`config.mk`:
```
export PLATFORM = sky130hd
export DESIGN_NAME = line_rasterizer
export DESIGN_NICKNAME = d
export VERILOG_FILES = /design/src/rtl/line_rasterizer.sv
export SDC_FILE = /design/constraint.sdc
export NUM_CORES = 1
export LEC_CHECK = 0
export CAP_MARGIN = 30
export CORE_MARGIN = 1
export CORE_UTILIZATION = 41
export CTS_CLUSTER_SIZE = 25
export DETAILED_ROUTE_END_ITERATION = 7
export PLACE_DENSITY_LB_ADDON = 0.3
export SETUP_SLACK_MARGIN = 0.5
export SLEW_MARGIN = 20
export SYNTH_ARGS = -nofsm -noshare
export SYNTH_HDL_FRONTEND = slang
export SYNTH_SLANG_ARGS = --single-unit
```
`constraint.sdc`:
```
create_clock -name clk -period 5.5 [get_ports clk]
set_clock_uncertainty 0.15 [all_clocks]
set_input_delay 0.825 -clock clk [delete_from_list [all_inputs] [get_ports clk]]
set_output_delay 0.825 -clock clk [all_outputs]
set_load 0.02 [all_outputs]
```
`src/rtl/line_rasterizer.sv`:
```
// Bresenham line rasterizer: turns a two-endpoint segment into a paced stream of
// single-pixel draw requests (x/y plus a one-cycle enable) for the memory manager.
module line_rasterizer #(
  parameter int COORD_W      = 10,
  parameter int PIXEL_PERIOD = 4
) (
  input  logic               clk,
  input  logic               n_rst,
  input  logic               start,
  input  logic [COORD_W-1:0] x0,
  input  logic [COORD_W-1:0] y0,
  input  logic [COORD_W-1:0] x1,
  input  logic [COORD_W-1:0] y1,
  output logic [31:0]        x,
  output logic [31:0]        y,
  output logic               enable,
  output logic               busy,
  output logic               done
);

  localparam int DW    = COORD_W + 2;
  localparam int EW    = COORD_W + 3;
  localparam int CNT_W = (PIXEL_PERIOD > 2) ? $clog2(PIXEL_PERIOD) : 1;
  localparam logic [COORD_W-1:0] ONE      = COORD_W'(1);
  localparam logic [CNT_W-1:0]   CNT_LAST = CNT_W'(PIXEL_PERIOD - 2);

  typedef enum logic [2:0] {IDLE, SETUP, PLOT, WAIT, DONE} state_t;

  state_t state_reg, state_next;

  logic [COORD_W-1:0] x0_reg, y0_reg, x1_reg, y1_reg;
  logic [COORD_W-1:0] cx_reg, cy_reg, px_reg, py_reg;
  logic signed [DW-1:0] dx_reg, dy_reg, err_reg;
  logic sx_reg, sy_reg, last_reg;
  logic [CNT_W-1:0] cnt_reg;

  logic signed [DW-1:0] diff_x, diff_y, abs_x, abs_y, err_step;
  logic signed [EW-1:0] e2, dx_ext, dy_ext;
  logic step_x, step_y, wait_over, at_end;

  // Setup deltas, evaluated from the latched endpoints.
  always_comb begin
    diff_x = $signed({2'b00, x1_reg}) - $signed({2'b00, x0_reg});
    diff_y = $signed({2'b00, y1_reg}) - $signed({2'b00, y0_reg});
    abs_x  = diff_x[DW-1] ? -diff_x : diff_x;
    abs_y  = diff_y[DW-1] ? -diff_y : diff_y;
  end

  always_comb begin
    e2       = $signed({err_reg, 1'b0});
    dx_ext   = $signed({dx_reg[DW-1], dx_reg});
    dy_ext   = $signed({dy_reg[DW-1], dy_reg});
    step_x   = (e2 >= dy_ext);
    step_y   = (e2 <= dx_ext);
    err_step = err_reg + (step_x ? dy_reg : '0) + (step_y ? dx_reg : '0);
    at_end   = (cx_reg == x1_reg) && (cy_reg == y1_reg);
  end

  assign wait_over = (cnt_reg == CNT_LAST);

  always_ff @(posedge clk or negedge n_rst) begin
    if (!n_rst) state_reg <= IDLE;
    else        state_reg <= state_next;
  end

  always_comb begin
    state_next = state_reg;
    case (state_reg)
      IDLE:    if (start) state_next = SETUP;
      SETUP:   state_next = PLOT;
      PLOT:    state_next = WAIT;
      WAIT:    if (wait_over) state_next = last_reg ? DONE : PLOT;
      DONE:    state_next = IDLE;
      default: state_next = IDLE;
    endcase
  end

  always_ff @(posedge clk or negedge n_rst) begin
    if (!n_rst) begin
      x0_reg   <= '0;
      y0_reg   <= '0;
      x1_reg   <= '0;
      y1_reg   <= '0;
      cx_reg   <= '0;
      cy_reg   <= '0;
      px_reg   <= '0;
      py_reg   <= '0;
      dx_reg   <= '0;
      dy_reg   <= '0;
      err_reg  <= '0;
      sx_reg   <= 1'b0;
      sy_reg   <= 1'b0;
      last_reg <= 1'b0;
      cnt_reg  <= '0;
    end else begin
      case (state_reg)
        IDLE: if (start) begin
          x0_reg <= x0;
          y0_reg <= y0;
          x1_reg <= x1;
          y1_reg <= y1;
        end
        SETUP: begin
          dx_reg   <= abs_x;
          dy_reg   <= -abs_y;
          err_reg  <= abs_x - abs_y;
          sx_reg   <= (x0_reg < x1_reg);
          sy_reg   <= (y0_reg < y1_reg);
          cx_reg   <= x0_reg;
          cy_reg   <= y0_reg;
          px_reg   <= x0_reg;
          py_reg   <= y0_reg;
          last_reg <= 1'b0;
        end
        PLOT: begin
          cnt_reg <= '0;
          // Next point is precomputed here; outputs keep showing the plotted pixel.
          if (at_end) begin
            last_reg <= 1'b1;
          end else begin
            err_reg <= err_step;
            if (step_x) cx_reg <= sx_reg ? cx_reg + ONE : cx_reg - ONE;
            if (step_y) cy_reg <= sy_reg ? cy_reg + ONE : cy_reg - ONE;
          end
        end
        WAIT: begin
          cnt_reg <= cnt_reg + CNT_W'(1);
          if (wait_over && !last_reg) begin
            px_reg <= cx_reg;
            py_reg <= cy_reg;
          end
        end
        default: ;
      endcase
    end
  end

  assign x      = {{(32-COORD_W){1'b0}}, px_reg};
  assign y      = {{(32-COORD_W){1'b0}}, py_reg};
  assign enable = (state_reg == PLOT);
  assign busy   = (state_reg != IDLE);
  assign done   = (state_reg == DONE);

endmodule
```
Word-level counts from Yosys, hierarchy flattened
Cells that the tools add are included.
W data, S select, Z words.
- bits in registers: 124
- bits of input ports: 43
- output and inout bits: 67
- word-level logic and storage cells: 87
- muxes and demuxes: 25
- equal/unequal tests: 14
- add/sub/neg operators: 13
- order comparisons: 4
- reductions and logical operators: 15
- operator list (operator ; count):
    $mux W10 ; 8
    $pmux W10 S2 ; 4
    $mux W12 ; 5
    $add A12 B12 Y12 ; 2
    $neg A11 Y12 ; 2
    $pmux W12 S2 ; 1
    $sub A10 B10 Y11 ; 2
    $add A10 B1 Y10 const B ; 2
    $eq A10 B10 Y1 ; 2
    $lt A10 B10 Y1 ; 2
    $sub A10 B1 Y10 const B ; 2
    $ge A13 B12 Y1 ; 1
    $le A13 B12 Y1 ; 1
    $neg A12 Y12 ; 1
    $pmux W3 S4 ; 1
    $sub A12 B12 Y12 ; 1
    $reduce_and A2 Y1 ; 5
    $mux W3 ; 3
    $ne A2 B2 Y1 const B ; 4
    $eq A3 B2 Y1 const B ; 2
    $ne A2 B1 Y1 const B ; 3
    $reduce_and A3 Y1 ; 2
    $reduce_bool A2 Y1 ; 3
    $pmux W2 S2 ; 1
    10 further kinds ; 11

Logic depth before layout (Yosys ltp)
Gate-level depths: netlist of run 1.
- depth in word-level cells: 6
- gate-level depth with buffers: 23
- mapped depth without buffers: 22

Worst setup path after synthesis of run 1
No wires, ideal clock.
- path type: register -> register
- from: reg err_reg[5]
- to: reg err_reg[11]
- required time: 5.228 ns
- stages on the path, launching flop included: 23
- arrival: 4.367 ns
- setup slack: 0.861 ns
- setup time: 0.122 ns
- path buffers: 1
- period minus slack after synthesis: 4.639 ns
- cells stage by stage: dfrtp_1 ha_1 a21o_1 a21o_1 a21oi_1 nor2_1 o32a_1 or2_2 clkbuf_1 and2_1 fa_1 ha_1 inv_1 fa_1 nor2b_1 o21ai_0 a21boi_0 o21ai_0 a21oi_1 a31oi_1 and3_1 mux2i_1 nand2_1
- longest elaborated chain between the ends: 6
- elaborated cells on any way between the ends: 8
- classes of those cells: add/sub (2); order compare (2); mux (4)
- RTL lines (element ; RTL line ; source):
    from (decl) ; 33 ; logic signed [DW-1:0] dx_reg, dy_reg, err_reg;
    from (signal assigned) ; 106 ; err_reg <= abs_x - abs_y;
    from (signal assigned) ; 121 ; err_reg <= err_step;
    $ge A13 B12 Y1 ; 53 ; step_x = (e2 >= dy_ext);
    $mux W12 ; 55 ; err_step = err_reg + (step_x ? dy_reg : '0) + (step_y ? dx_reg : '0);
    $add A12 B12 Y12 ; 55 ;
    $add A12 B12 Y12 (*) ; 55 ;
    $mux W12 (*) ; 118 ; if (at_end) begin
    $pmux W12 S2 (*) ; 96 ; case (state_reg)
Every way passes the cells marked *; elsewhere a longest branch is shown, timed or not. The select of a mux whose other input is x is not followed.
A chain may end at the register's enable or synchronous reset.

Final worst setup path of run 1
- from: reg x1_reg[0]
- to: reg err_reg[10]
- longest elaborated chain between the ends: 5
- elaborated cells on any way between the ends: 9
- classes of those cells: add/sub (3); eq/ne (2); mux (2); reduce/logical (2)
- RTL lines (element ; RTL line ; source):
    from (decl) ; 31 ; logic [COORD_W-1:0] x0_reg, y0_reg, x1_reg, y1_reg;
    from (signal assigned) ; 82 ; x1_reg <= '0;
    from (signal assigned) ; 100 ; x1_reg <= x1;
    $sub A10 B10 Y11 (*) ; 43 ; diff_x = $signed({2'b00, x1_reg}) - $signed({2'b00, x0_reg});
    $neg A11 Y12 ; 45 ; abs_x = diff_x[DW-1] ? -diff_x : diff_x;
    $mux W12 (*) ; 45 ;
    net abs_x[2] ; 37 ; logic signed [DW-1:0] diff_x, diff_y, abs_x, abs_y, err_step;
    $sub A12 B12 Y12 (*) ; 106 ;
    $pmux W12 S2 (*) ; 96 ;
Mark *: on every way through the listed nets, which the timed path passes. The rest lies on a longest branch.

==> summary.txt, run 1 <==
Worst setup path
  • Max stage delay on crit path: around 0.40 ns
  • Slowest stage cell, crit path: fa_1
  • Data arrival, critical path: approximately 5 ns
  • Worst Setup SP: x1_reg[0]
  • Reg2reg start: x1_reg[0]
  • End of the worst register-to-register path: err_reg[10]
  • Crit start category: register
  • Setup crit end: err_reg[10]
  • Reg2reg path depth: 22
  • Largest fanout on the critical path: 6
  • Crit Path Category: reg2reg
  • Setup slack, reg-to-reg: 0.78 ns
  • Critical Path RT: ~5.7 ns
  • CP Capture Type: register
  • Critical path, cell by cell: inv_1 > ha_1 > inv_1 > fa_1 > a21o_1 > a21oi_1 > nor2_1 > o31a_1 > o21ai_2 > nand2_2 > nor2_1 > xnor2_1 > ha_1 > nor2b_1 > o21ai_0 > a21boi_0 > o21ai_0 > a21oi_1 > a31oi_1 > xnor2_1 > nand2_1 > a31oi_1

STA
  • Final setup fails: 0
  • Hold_ws: 0.1974 ns
  • Hold Vio Cnt, Final: 0
  • Final Slew Violations: 0
  • Final Cycle Share: 85.80%
  • Slew Limit Headroom: a little over a third
  • Setup_tns: 0 ns
  • Setup ws final: 0.7813 ns
  • Unrepaired setup endpoints after global routing: yes
  • Fin crit period: around 4.7 ns
  • Worst Tran Pin Value: roughly 0.95 ns
  • Highest Clock Rate: around 0.21 GHz

Pwr
  • LEAKAGE: between 5 and 6 nW
  • Peak VDD IR: approximately 0.00028 V
  • P per Cell Area: ~550 mW/mm^2

Finish
  • Synth-to-Final Area Change: 15.13%
  • Area of the multi-input gates: roughly 0.0062 sq mm
  • Most common cell after layout, fill and taps aside: dfrtp_1
  • Final net count: 1320
  • Leading cell types in the layout, fill and taps excluded: dfrtp_1 (123), nor2_1 (97), nand2_1 (94)
  • Antenna Cells: 0
  • # fillers: 2279
  • Final Core Density: 48.38%
  • Register area: 0.003104 sq mm
  • Share of layout cells above drive strength 1: 9.596%
  • Design area: 0.01139 sq mm

Die
  • Die ar.: around 0.025 sq mm
  • # IOs: 110
  • Chip Width: around 160 um
  • Initial Util: ~42%
  • Core area: 0.02354 sq mm
  • Site Rows: 56
  • Die Span Y: about 160 um

Placement
  • Routability Congestion: between 0.8 and 0.9
  • Pre-CTS WS: between 0.4 and 0.5 ns
  • Dpl cell area: 0.01072 sq mm
  • Hpwl dp: around 19 mm
  • I/O Buffers: 65

Clock network
  • CTS tree: built
  • Inserted Clock Buffers: 17
  • CTS Hold Bufs: 0
  • Clk_lat worst skew: ~0.43 ns
  • CTS Root Cell: clkbuf_16
  • CTS sink cnt: about 120
  • Clk pin slew, worst setup/hold paths: 0.07 ns
  • CTS H-tree depth: 4
  • Bufs on Longest Clock Path: 2

Synth
  • Ys flop type: dfrtp_1
  • Gate Count Post-Synth: approximately 1100
  • Post-synth EDFFs: 0
  • Ys async rst share: between 90% and 100%
  • Yosys Warn Count: 0
  • FF+latch count, synth: between 100 and 150
  • Post-synthesis sequential area ratio: a little under a third
  • Post-Syn Area: just under 0.01 sq mm
  • Syn avg cell area: between 8 and 9 sq um
  • Synth unique cells: 78

Global routing
  • Vias in the first global route: between 7000 and 8000
  • First-pass GRT wire length: ~40 mm
  • Antenna violations before repair: 0
  • Pin count of the biggest net entering global routing: around 60
  • GRT overflow: 0
  • All-Layer GR Usage: 20.99%

Detailed routing
  • Wirelength per Cell: ~16 um
  • Vias: roughly 8000
  • Detail Route Antenna Nets: 0
  • TritonRoute pass-1 iters: 5
  • Post-Route WL: ~25 mm
  • Mean number of vias per cell: between 5 and 6
  • Post-route DRC: 0
  • Drt initial violations: 520

Run
  • # Max-Cap Violations: 0

Run status
  • Status: finished clean

Min path
  • Worst hold path class: in2async
==> repair_timing <==
| item | CTS | global route |
|---|---|---|
| resized for setup | 1 | 15 |
| setup buffers | 0 | 3 |
| pin swaps | 0 | 3 |
| setup endpoints to repair | 1 | 7 |
==> how the worst min path moves through the flow <==
stage	startpoint	to	slack, ns
floorplan	dx_reg[1]	dx_reg[1]	0.30
global placement	cnt_reg[0]	cnt_reg[0]	0.33
detailed placement	cnt_reg[0]	cnt_reg[0]	0.34
CTS	n_rst	py_reg[0]	0.22
global route	n_rst	py_reg[0]	0.23
finish	n_rst	py_reg[0]	0.20
==> per-layer routing <==
| layer | track usage, % | routed length [um] |
|---|---|---|
| met1 | 28.33 | 11660 |
| met2 | 34.22 | 11390 |
| met3 | 3.387 | 957 |
| met4 | 6.704 | 579 |
| met5 | 0 | 0 |
==> worst max-delay path, delay by kind of cell, from the launching register on <==
family	cells	cell delay (ns)
AO/OA/AOI/OAI	10	2.08
XOR/XNOR	2	0.33
adder cells (fa/ha/maj)	3	0.91
buffers and inverters	2	0.14
flip-flops	1	0.38
AND/OR/NAND/NOR	5	0.63
==> synthesized netlist by cell type (10+ instances only) <==
master	count	area share (%)
nor3_1	17	0.86
nor4_1	10	0.63
fa_1	17	3.4
clkbuf_1	32	1.2
a21o_1	24	1.8
nor2_1	98	3.7
mux2i_1	24	2.4
nand4_1	19	1.2
nand2_1	95	3.6
ha_1	85	11
buf_4	44	3.3
nand2b_1	11	0.70
and2_1	12	0.76
xnor2_1	62	5.5
nand3_1	18	0.91
o21ai_0	59	3.0
dfrtp_1	124	31
xor2_1	25	2.2
inv_1	77	2.9
mux2_2	30	3.4
a21oi_1	88	4.5
a31oi_1	14	0.89
==> area by class of cell <==
type / count / share of cell area, %
Sequential cell: 124 / 27.25
Tap cell: 319 / 3.504
Inverter: 78 / 2.571
Multi-Input combinational cell: 875 / 54.83
Timing Repair Buffer: 79 / 6.789
Clock buffer: 17 / 3.735
Clock inverter: 15 / 1.318
==> kinds of logic after synthesis <==
kind of cell | count (synthesis) | share of synthesized area, %
adder cells (fa/ha/maj) | 102 | 14.19
other | 1 | 0.03790
buffers and inverters | 159 | 7.778
AND/OR/NAND/NOR | 327 | 15.95
flip-flops | 124 | 31.36
AO/OA/AOI/OAI | 258 | 16.53
multiplexers | 56 | 6.222
XOR/XNOR | 88 | 7.930
==> through the flow <==
step	instances	power [W]
final	1507	0.006304
after global routing	1507	0.006856
after detailed placement	1471	0.005056
after CTS	1503	0.006216
after floorplan	1158	0.004126
after global placement	1470	0.005028
==> report_power, final <==
group / internal (W) / leakage, nW / total, W / switching (W)
combinational: 0.00167 / 3.33 / 0.00374 / 0.00207
sequential: 0.00118 / 1.42 / 0.00145 / 0.000275
clock: 0.000635 / 0.282 / 0.00111 / 0.000475
No activity file was read; power rests on OpenSTA's default activity.
==> run 2, diff against run 1 <==
CAP_MARGIN = 10   (was 30)
GPL_ROUTABILITY_DRIVEN = 0   (was default)
PLACE_DENSITY = 0.66   (was default)
PLACE_DENSITY_LB_ADDON = default   (was 0.3)
==> run 2 against run 1 <==
Net effect: first-iteration DRC count down 12%; setup slack worse by 0.064 ns; clock-buffer cell count up 1; critical path depth down 1; sequential power about the same; total power up 0.34%; flip-flop and latch count unchanged; register-to-register slack worse by 0.06 ns.
==> summary.txt, run 2 (synthesis gave the netlist of run 1 again) <==
Detailed routing
  • Detail Route Antenna Nets: 0
  • Post-Route WL: about 25 mm
  • TritonRoute pass-1 iters: 4
  • Wirelength per Cell: 16.55 um
  • Mean number of vias per cell: around 5.3
  • Post-route DRC: 0
  • Drt initial violations: between 400 and 500
  • Vias: just under 8000

Placement
  • I/O Buffers: 65
  • Hpwl dp: around 19 mm
  • Pre-CTS WS: approximately 0.47 ns

Clock network
  • CTS tree: built
  • CTS H-tree depth: 4
  • CTS Root Cell: clkbuf_16
  • Clk pin slew, worst setup/hold paths: approximately 0.06 ns
  • Inserted Clock Buffers: 17
  • Clk_lat worst skew: roughly 0.42 ns
  • Bufs on Longest Clock Path: 2
  • CTS sink cnt: around 120

Global routing
  • All-Layer GR Usage: between 20% and 30%
  • First-pass GRT wire length: 40.83 mm
  • Antenna violations before repair: 0
  • Pin count of the biggest net entering global routing: between 50 and 60
  • Vias in the first global route: approximately 8000
  • GRT overflow: 0

Die
  • # IOs: 110
  • Die Span Y: approximately 160 um
  • Initial Util: 42.02%
  • Die ar.: approximately 0.025 sq mm
  • Chip Width: approximately 160 um
  • Site Rows: 56
  • Core area: 0.02354 sq mm

Worst setup path
  • Slowest stage cell, crit path: fa_1
  • Crit start category: register
  • Critical path, cell by cell: ha_1 > a21o_1 > a21o_1 > a21oi_1 > nor3_1 > o32a_1 > or2_4 > and2_1 > fa_1 > ha_2 > inv_1 > fa_1 > nor2b_1 > o21ai_0 > a21boi_1 > o21ai_1 > a21oi_2 > a31oi_1 > and3_1 > mux2i_1 > nand2_1
  • Reg2reg start: err_reg[1]
  • Critical Path RT: between 5 and 6 ns
  • Largest fanout on the critical path: 7
  • Max stage delay on crit path: 0.52 ns
  • Data arrival, critical path: ~5 ns
  • Worst Setup SP: err_reg[1]
  • CP Capture Type: register
  • Crit Path Category: reg2reg

Pwr
  • Peak VDD IR: approximately 0.00029 V
  • P per Cell Area: around 560 mW/mm^2
  • LEAKAGE: between 5 and 6 nW

STA
  • Fin crit period: ~4.8 ns
  • Final setup fails: 0
  • Unrepaired setup endpoints after global routing: no
  • Final Slew Violations: 0
  • Final Cycle Share: between 80% and 90%
  • Hold Vio Cnt, Final: 0
  • Setup ws final: ~0.72 ns
  • Highest Clock Rate: 0.2091 GHz
  • Slew Limit Headroom: between 20% and 30%
  • Worst Tran Pin Value: 1.121 ns
  • Setup_tns: 0 ns

Run status
  • Status: finished clean

Finish
  • Final net count: roughly 1300
  • Share of layout cells above drive strength 1: between 9 and 10%
  • Antenna Cells: 0
  • Synth-to-Final Area Change: 15.13%
  • Most common cell after layout, fill and taps aside: dfrtp_1
  • Leading cell types in the layout, fill and taps excluded: dfrtp_1 (123), nor2_1 (97), nand2_1 (94)

Min path
  • Worst hold path class: in2async

Run
  • # Max-Cap Violations: 0
## run 2: worst paths after layout
path                       depth (start not counted)          end  slack (ns)
setup reg to reg                                  21  err_reg[11]        0.72
setup / recovery                                  21  err_reg[11]        0.72
hold reg to reg                                    1   cnt_reg[0]        0.33
hold / removal                                     1    py_reg[2]        0.19
min in group clk                                   1   cnt_reg[0]        0.33
max in group asynchronous                          2   err_reg[1]        3.97
## run 2: metal layers
layer	global-route usage [%]	wire length, um	vias to the layer above
li1	-	-	3921
met3	3.965	921	25
met2	35.10	11780	167
met5	0	0	-
met1	28.20	11720	3846
met4	6.657	466	0
## run 2: per-stage QoR
step           cells  area [sq um]  hold slack, ns  utilization, %  power (W)
2_1_floorplan   1158         10050          0.2998               -   0.004126
3_3_place_gp    1469         10700          0.3267           45.47   0.005005
3_5_place_dp    1469         10700          0.3302           45.47   0.005064
4_1_cts         1500         11310          0.1955           48.06   0.006270
5_1_grt         1504         11390          0.2143           48.38   0.006841
6_report        1504         11390          0.1879           48.38   0.006325
## run 2: report_power, final
part / internal (W) / switching, W / total [W]
clock network: 0.000725 / 0.000435 / 0.00116
logic: 0.00165 / 0.00206 / 0.00371
registers: 0.00118 / 0.000275 / 0.00145
## run 2: area by class of cell
cell class | count | area [sq um]
clock buffer | 18 | 439.2
clock inverter | 13 | 167.7
fill | 2273 | 12150
inverter | 78 | 292.8
multi-input combinational | 875 | 6248
sequential | 124 | 3104
tap | 319 | 399.1
timing repair buffer | 77 | 738.2
## run 2: timing repair
action,CTS,global route
endpoints found under the setup margin,1,7
gates cloned,0,0
pin swaps,0,4
buffers inserted,0,4
endpoints found under the hold margin,0,0
hold buffers,0,0
resized for setup,1,14
## run 2: critical path: cells and delay by family (launching register included)
family	cells	cell delay, ns
DFF	1	0.43
and+or+nand+nor	6	0.90
AOI/OAI and AO/OA	9	1.62
muxes	1	0.12
buffers and inverters	1	0.05
adders and majority gates	4	1.39
==> run 3, diff against run 2 <==
PLACE_DENSITY = 0.69   (was 0.66)
SKIP_LAST_GASP = 1   (was default)
clock period = 4.4 ns   (was 5.5 ns; I/O delays follow)
==> run 3 against run 2 <==
Net effect: the flow now finishes with violations (negative setup slack); final cell count increased by 4.1%; combinational power rose by 49%; global-route usage rose by 0.50 points; wire length up 3.9%; clock-buffer cell count shrank 1; first-iteration DRC count is 43% higher; critical endpoint is now err_reg[9]; highest routed layer unchanged.
==> summary.txt, run 3 (synthesis gave the netlist of run 1 again) <==
Run status
  • Status: complete, but fails checks
  • Failing checks: negative setup slack

Die
  • # IOs: 110
  • Die ar.: around 0.025 sq mm
  • Core area: roughly 0.024 sq mm
  • Chip Width: approximately 160 um
  • Site Rows: 56
  • Die Span Y: between 150 and 200 um
  • Initial Util: 42.02%

Finish
  • Final non-filler cell total: approximately 1600
  • Share of layout cells above drive strength 1: between 15 and 20%
  • Most common cell after layout, fill and taps aside: dfrtp_1
  • Leading cell types in the layout, fill and taps excluded: dfrtp_1 (124), nor2_1 (95), nand2_1 (94)
  • Final net count: about 1400
  • Synth-to-Final Area Change: 21.56%
  • Antenna Cells: 0

STA
  • Worst Tran Pin Value: roughly 0.98 ns
  • Slew Limit Headroom: roughly a third
  • Final Cycle Share: 100.2%
  • Final setup fails: 2
  • Fin crit period: 4.409 ns
  • Hold_ws: 0.1289 ns
  • Hold Vio Cnt, Final: 0
  • Setup ws final: -0.009035 ns
  • Highest Clock Rate: between 0.2 and 0.25 GHz
  • Final Slew Violations: 0
  • Unrepaired setup endpoints after global routing: yes

Placement
  • Pre-CTS WS: -0.1451 ns
  • I/O Buffers: 65
  • Dpl cells: between 1500 and 2000
  • Hpwl dp: 19.29 mm

Clock network
  • CTS Hold Bufs: 0
  • Inserted Clock Buffers: 17
  • CTS tree: built
  • Clk_lat worst skew: 0.43 ns
  • CTS sink cnt: 124
  • CTS H-tree depth: 4
  • Bufs on Longest Clock Path: 2
  • CTS Root Cell: clkbuf_16
  • Clk pin slew, worst setup/hold paths: 0.07 ns

Global routing
  • Antenna violations before repair: 0
  • First-pass GRT wire length: 41.68 mm
  • Vias in the first global route: roughly 8100
  • All-Layer GR Usage: a little over a fifth
  • GRT overflow: 0
  • Pin count of the biggest net entering global routing: 71

Detailed routing
  • Post-Route WL: 25.85 mm
  • TritonRoute pass-1 iters: 5
  • Drt initial violations: approximately 650
  • Post-route DRC: 0
  • Detail Route Antenna Nets: 0
  • Vias: 8332
  • Mean number of vias per cell: 5.321
  • Wirelength per Cell: roughly 17 um

Worst setup path
  • Largest fanout on the critical path: 4
  • Critical Path RT: approximately 4.6 ns
  • Crit start category: register
  • Crit Path Category: reg2reg
  • Data arrival, critical path: about 4.6 ns
  • CP Capture Type: register

Pwr
  • LEAKAGE: between 5 and 6 nW
  • P per Cell Area: 729.9 mW/mm^2
  • Peak VDD IR: between 0.0003 and 0.0004 V
  • Final Power: ~0.0088 W

Run
  • # Max-Cap Violations: 0

Min path
  • Worst hold path class: in2async
## run 3: final cells by class
class	instances	area (sq um)
Clock buffer	17	425.4
Clock inverter	15	172.7
Fill cell	2193	11520
Inverter	78	292.8
Multi-Input combinational cell	875	6421
Sequential cell	124	3103
Tap cell	319	399.1
Timing Repair Buffer	138	1212
## run 3: per-stage QoR
step | util [%] | TNS (ns) | area (sq um)
floorplan | - | -0.01627 | 10100
global placement | 47.33 | 0 | 11140
detailed placement | 47.34 | -0.3169 | 11140
CTS | 50.07 | -0.07075 | 11790
global route | 51.08 | -0.8683 | 12030
finish | 51.08 | -0.01185 | 12030
## run 3: power breakdown
group | leakage, nW | internal (W) | switching [W]
clock network | 0.289 | 0.000813 | 0.000643
logic | 3.65 | 0.00261 | 0.00292
registers | 1.42 | 0.00147 | 0.000325
## run 3: path summary, 6_finish.rpt
kind	depth (start not counted)	endpoint	startpoint	slack, ns
min in group clk	1	cnt_reg[0]	cnt_reg[0]	0.35
worst min-delay path	1	dx_reg[9]	n_rst	0.13
max in group asynchronous	2	y1_reg[5]	n_rst	3.08
worst min register to register	1	cnt_reg[0]	cnt_reg[0]	0.35
worst max-delay path	21	err_reg[9]	err_reg[5]	-0.009
worst max register to register	21	err_reg[9]	err_reg[5]	-0.009
## run 3: routing by layer
layer	wire length, um	global-route usage, %	vias to the layer above	share of wire (%)
li1	-	-	4046	-
met5	0	0	-	0
met4	602	7.074	0	2.3
met2	12350	35.88	226	48
met3	1260	3.744	39	4.9
met1	11640	29.02	4021	45
## run 3: timing repair
action | CTS | global route
buffers inserted | 4 | 9
pin swaps | 19 | 25
endpoints found under the setup margin | 8 | 11
resized for setup | 6 | 39
## run 3: worst max-delay path, cell delays in order, from the launching register on
cell and delay [ns]:
dfrtp_1 0.39, ha_1 0.32, a21o_1 0.19, a21o_1 0.18, a21oi_2 0.11, nor2_1 0.05, o32a_1 0.30, or2_4 0.25
and2_4 0.14, fa_1 0.49, ha_2 0.19, inv_2 0.05, fa_2 0.37, nor2b_2 0.13, o21ai_2 0.07, a21boi_2 0.17
o21ai_2 0.10, a21oi_2 0.19, xnor2_1 0.16, nor2_1 0.07, a21oi_1 0.15, a21oi_1 0.08
